File: src/rtl/operand_pair_loader.sv
// ---------------------------------------------------------------------------
// OperandPairLoader
//
// Collects two consecutive bytes from an upstream valid/ready stream and
// presents them as a registered operand pair to a downstream boolean-logic
// stage. The first accepted byte becomes operandA, the second operandB. The
// pair is held stable while the downstream stage applies backpressure. The
// block counts every consumed pair modulo 256.
//
// Ports
//   clk         sole clock, all state changes on the rising edge
//   rst         synchronous active-high reset
//   flush       synchronous abort of any partially loaded or held pair
//   in_data     upstream byte data (W bits)
//   in_valid    upstream data valid
//   in_ready    block accepts in_data this cycle
//   operandA    first operand of the current pair (registered)
//   operandB    second operand of the current pair (registered)
//   pair_valid  operandA/operandB form a complete pair
//   pair_ready  downstream consumes the pair this cycle
//   pair_count  number of consumed pairs, modulo 256
// ---------------------------------------------------------------------------
module operand_pair_loader #(
  parameter int W = 8
) (
  input  logic         clk,
  input  logic         rst,
  input  logic         flush,
  input  logic [W-1:0] in_data,
  input  logic         in_valid,
  output logic         in_ready,
  output logic [W-1:0] operandA,
  output logic [W-1:0] operandB,
  output logic         pair_valid,
  input  logic         pair_ready,
  output logic [7:0]   pair_count
);

  typedef enum logic [1:0] {
    WAIT_A = 2'd0,
    WAIT_B = 2'd1,
    HOLD   = 2'd2
  } state_t;

  state_t       r_state;
  state_t       w_nextState;
  logic [W-1:0] r_operandA;
  logic [W-1:0] r_operandB;
  logic [7:0]   r_pairCount;
  logic         w_inReady;
  logic         w_pairValid;
  logic         w_inHs;
  logic         w_pairHs;
  logic         w_loadA;
  logic         w_loadB;

  // Handshake decoding and next-state selection. pair_valid depends on the
  // state alone. In HOLD the upstream side is only ready when the downstream
  // side is consuming, which is what lets a new operandA be captured in the
  // same cycle the old pair leaves, so a continuous stream runs without a
  // bubble. Flush forces in_ready low and masks the pair handshake, so
  // nothing is loaded or counted during a flush cycle.
  always_comb begin
    w_nextState = r_state;
    w_loadA     = 1'b0;
    w_loadB     = 1'b0;
    w_pairValid = (r_state == HOLD);
    w_inReady   = 1'b0;

    if (!flush) begin
      case (r_state)
        WAIT_A:  w_inReady = 1'b1;
        WAIT_B:  w_inReady = 1'b1;
        HOLD:    w_inReady = pair_ready;
        default: w_inReady = 1'b0;
      endcase
    end

    w_inHs   = in_valid & w_inReady;
    w_pairHs = w_pairValid & pair_ready & ~flush;

    if (flush) begin
      w_nextState = WAIT_A;
    end else begin
      case (r_state)
        WAIT_A: begin
          if (w_inHs) begin
            w_loadA     = 1'b1;
            w_nextState = WAIT_B;
          end
        end
        WAIT_B: begin
          if (w_inHs) begin
            w_loadB     = 1'b1;
            w_nextState = HOLD;
          end
        end
        HOLD: begin
          if (w_pairHs && w_inHs) begin
            w_loadA     = 1'b1;
            w_nextState = WAIT_B;
          end else if (w_pairHs) begin
            w_nextState = WAIT_A;
          end
        end
        default: w_nextState = WAIT_A;
      endcase
    end
  end

  // State register. Reset wins over everything; flush handling already lives
  // in the next-state logic above.
  always_ff @(posedge clk) begin
    if (rst) begin
      r_state <= WAIT_A;
    end else begin
      r_state <= w_nextState;
    end
  end

  // Operand registers only move on an accepted byte, which keeps the pair
  // frozen for the whole time it sits in HOLD. Flush leaves them untouched.
  always_ff @(posedge clk) begin
    if (rst) begin
      r_operandA <= '0;
      r_operandB <= '0;
    end else begin
      if (w_loadA) begin
        r_operandA <= in_data;
      end
      if (w_loadB) begin
        r_operandB <= in_data;
      end
    end
  end

  // Consumed-pair counter, wrapping naturally at 8 bits. A flushed or
  // reset-discarded pair never produces a pair handshake, so it is not counted.
  always_ff @(posedge clk) begin
    if (rst) begin
      r_pairCount <= 8'd0;
    end else if (w_pairHs) begin
      r_pairCount <= r_pairCount + 8'd1;
    end
  end

  assign in_ready   = w_inReady;
  assign pair_valid = w_pairValid;
  assign operandA   = r_operandA;
  assign operandB   = r_operandB;
  assign pair_count = r_pairCount;

endmodule

File: config.mk
export PLATFORM = sky130hd
export DESIGN_NAME = operand_pair_loader
export DESIGN_NICKNAME = d
export VERILOG_FILES = /design/src/rtl/operand_pair_loader.sv
export SDC_FILE = /design/constraint.sdc
export NUM_CORES = 1
export LEC_CHECK = 0
export BUFFER_PORTS_ARGS = -buffer_cell sky130_fd_sc_hd__buf_2
export CORE_AREA = 2 2 53 55
export CTS_BUF_LIST = sky130_fd_sc_hd__clkbuf_2 sky130_fd_sc_hd__clkbuf_4 sky130_fd_sc_hd__clkbuf_8
export DETAILED_ROUTE_END_ITERATION = 10
export DIE_AREA = 0 0 55 57
export PLACE_DENSITY = 0.74
export SLEW_MARGIN = 40
export SYNTH_ARGS = -nofsm -noshare
export SYNTH_HDL_FRONTEND = slang
export SYNTH_SLANG_ARGS = --single-unit
File: constraint.sdc
create_clock -name clk -period 1.2 [get_ports clk]
set_input_delay 0.3 -clock clk [delete_from_list [all_inputs] [get_ports clk]]
set_output_delay 0.3 -clock clk [all_outputs]
set_load 0.05 [all_outputs]
==> impl_results.md <==
* Vias in the first global route at 1,099
* Number of diodes at 0
* First-pass GRT wire length at about 4800 µm
* Worst r2r dst: pair_count[6]
* Die width at ~55 µm
* Power, Total at around 1.8 mW
* Worst EP arrival at 1.14 ns
* Hold_sp: in_data[4]
* WL/cell at approximately 18 µm
* Failing checks: negative setup slack
* Layout cells sized above 1 at about 64%
* GRT Util Overall at between 20% and 30%
* CP required at roughly 0.9 ns
* Post-synthesis sequential area ratio at between 40% and 50%
* # rows at 19
* Slew headroom at roughly three fifths
* Initial antenna violation count at 0
* Die height at around 57 µm
* Clk pwr share at 34.3%
* Top cells by area, synth: dfxtp_1, mux2i_1, o31ai_1
* Vias/cell at roughly 5.9
* Initial Util at between 40% and 50%
* Synth top cells by count: dfxtp_1, a21oi_1, nor2_1
* Cells after Synth at between 100 and 150
* Fmax at roughly 0.69 GHz
* H-tree depth at 1
* Setup Skew at ~0.0076 ns
* Hold endpoint: operandA[4]
* Crit-path max FO at 2
* Synthesized Nets at 136
* Max Cap Violations at 0
* CTS Sinks at 26
* TritonCTS clock tree: built
* Fill cells at 168
* CP Capture Type: output port
* Mapped cell area at approximately 0.0011 mm²
* Die area at approximately 0.0031 mm²
* Switch Pwr at 458 µW
* Final cycle utilization of the critical path at 120%
* Flop2flop setup slack at -0.22 ns
* Crit-path max cell delay at approximately 0.35 ns
* Area delta synth->final at 78.9%
* Via count at around 1,200
* Top_reg_cell synth: dfxtp_1
* Worst Tran Pin Value at slightly above 0.6 ns
* DRC errors left at 0
* Buffers added on ports at 38
* CTS Buf Count at 3
* Worst setup startpoint: r_state[0]
* Register bit total from synthesis at 26
* First-iteration detailed-routing DRC count at 32
* RSZ-0062 raised after global routing: true
* DRT Pass-1 Iters at 4
* Slew Viols, Final at 0
* Buffers and inverters on the worst path at 1
* Core area at approximately 0.0026 mm²
* Maximum VDD drop at about 0.00091 V
* Fin crit period at approximately 1.4 ns
* R2R cell count at 4
* Hold Buf Count CTS at 0
* FF/Latch Area at 566 µm²
* Multi-input gate area at about 740 µm²
* Post-synth EDFFs at 0
* Synthesized area per cell at slightly above 9 µm²
* Largest delay share family, worst path: flip-flops
* Clock Latency Late Sink at about 0.33 ns
* Logic pwr share at around 16%
* Final setup viols at 27
* Cell taking the most area after synthesis: dfxtp_1
* Hold Crit Depth at 3
* DP HPWL at 2010 µm
* Pint at around 1.3 mW
* Leak pwr at between 0.7 and 0.8 nW
* Pwr/cell area at between 800 and 900 mW/mm²
* Synth unique cells at 28
* Cells along the critical path: nand4bb_4 -> o21ai_2 -> buf_6
* Worst r2r src: r_state[0]
* ANT nets after route at 0
* Sequential share of power at between 50% and 60%
* Synth top area share at 46.4%
* Hold Fails Final Rpt at 0
* Ys Warns at 0
* Clock-pin slew on the worst setup and hold paths at 0.15 ns
* Nets at roughly 190
* Detailed Route WL at around 3700 µm
* Worst slack at placement at -0.262 ns
* Clock Tree Buf Depth at 2
* Critical path class: reg -> out
* Min-delay worst type: in -> reg
* Crit path launch type: flip-flop
* Root Driver: clkbuf_4
* Sw frac at roughly a quarter
* Routability cong. at about 0.74
* IO Pins at 39
* GR Overflow Total at 0
* Crit-path slowest cell: dfxtp_2
* Setup ws final at -0.241 ns
* Count leader, synth: dfxtp_1
* Status: complete, but fails checks
* Fraction of registers with async set/reset at 0%
* Largest net degree at the start of global routing at 17
-- how the worst max path moves through the flow --
stage / end / slack [ns] / cells past startpoint
final: in_ready / -0.24 / 3
after global routing: in_ready / -0.30 / 3
after CTS: in_ready / -0.27 / 3
after detailed placement: pair_count[7] / -0.26 / 4
after global placement: pair_count[7] / -0.22 / 4
after floorplan: pair_count[6] / -0.06 / 4
-- repair_timing --
item / 4_1_cts / 5_1_grt
pin swaps: 9 / 10
cloned: 1 / 0
resized for setup: 43 / 65
endpoints found under the setup margin: 50 / 48
hold endpoints to repair: 0 / 0
setup buffers: 4 / 3
-- worst min-delay path, cell delays in order --
cell,delay [ns]
buf_2,0.11
nand4_1,0.07
a21oi_1,0.06
-- per-layer routing --
| metal | GRT usage, % | part of all wire (%) |
|---|---|---|
| met2 | 35.5 | 53 |
| met1 | 25.7 | 39 |
| met5 | 0 | 0 |
| met3 | 3.14 | 5.1 |
| met4 | 3.14 | 2.2 |
-- power by group through the flow --
| stage | sequential, mW | clock [mW] | combinational, mW |
|---|---|---|---|
| 2_1_floorplan | 0.950 | 0 | 0.0742 |
| 3_3_place_gp | 0.893 | 0 | 0.211 |
| 3_5_place_dp | 0.894 | 0 | 0.214 |
| 4_1_cts | 0.873 | 0.603 | 0.234 |
| 5_1_grt | 0.886 | 0.661 | 0.292 |
| 6_report | 0.884 | 0.607 | 0.278 |
-- final cells by class --
cell class | instances | share of cell area, %
clock buffers | 3 | 1.12
well taps | 31 | 1.93
clock inverters | 1 | 1.50
repair buffers | 59 | 29.2
multi-input cells | 83 | 37.1
flip-flops and latches | 26 | 28.2
inverters | 5 | 0.936
-- cell families after synthesis --
logic type / count (synthesis) / share of synthesized area, %
simple gates: 41 / 22.2
xor+xnor: 1 / 0.781
fa+ha+maj: 1 / 1.12
compound gates: 29 / 15.3
mux: 10 / 9.04
buf+inv: 14 / 5.13
flops: 26 / 46.4
-- sequential cells by signal, summed over array words and instances (netlist names) --
signal,cells
r_state,2
operandA,8
pair_count,8
operandB,8
-- layout by cell type, fill, tap and decap left out, drive strengths merged, types with 2 or more instances in the layout --
cell,synthesis,layout
or4,2,2
nor3,2,2
buf,3,59
nand3,4,4
mux2i,9,9
a21oi,14,14
or2b,1,2
o31ai,10,10
or3,3,3
inv,5,5
dfxtp,26,26
nor2b,3,3
nand4,8,8
nor2,12,12
clkbuf,6,3
o21ai,4,4
-- through the flow --
step / util, % / cell area [µm²] / std cells / TNS, ns / hold WS (ns)
final: 76.7 / 2010 / 208 / -3.05 / 0.235
after global routing: 76.7 / 2010 / 208 / -4.45 / 0.218
after CTS: 66.1 / 1730 / 206 / -2.69 / 0.229
after floorplan: - / 1180 / 122 / -0.200 / 0.372
after global placement: 57.1 / 1490 / 197 / -3.88 / 0.458
after detailed placement: 57.1 / 1490 / 197 / -4.55 / 0.465
No activity file was read; power rests on OpenSTA's default activity.
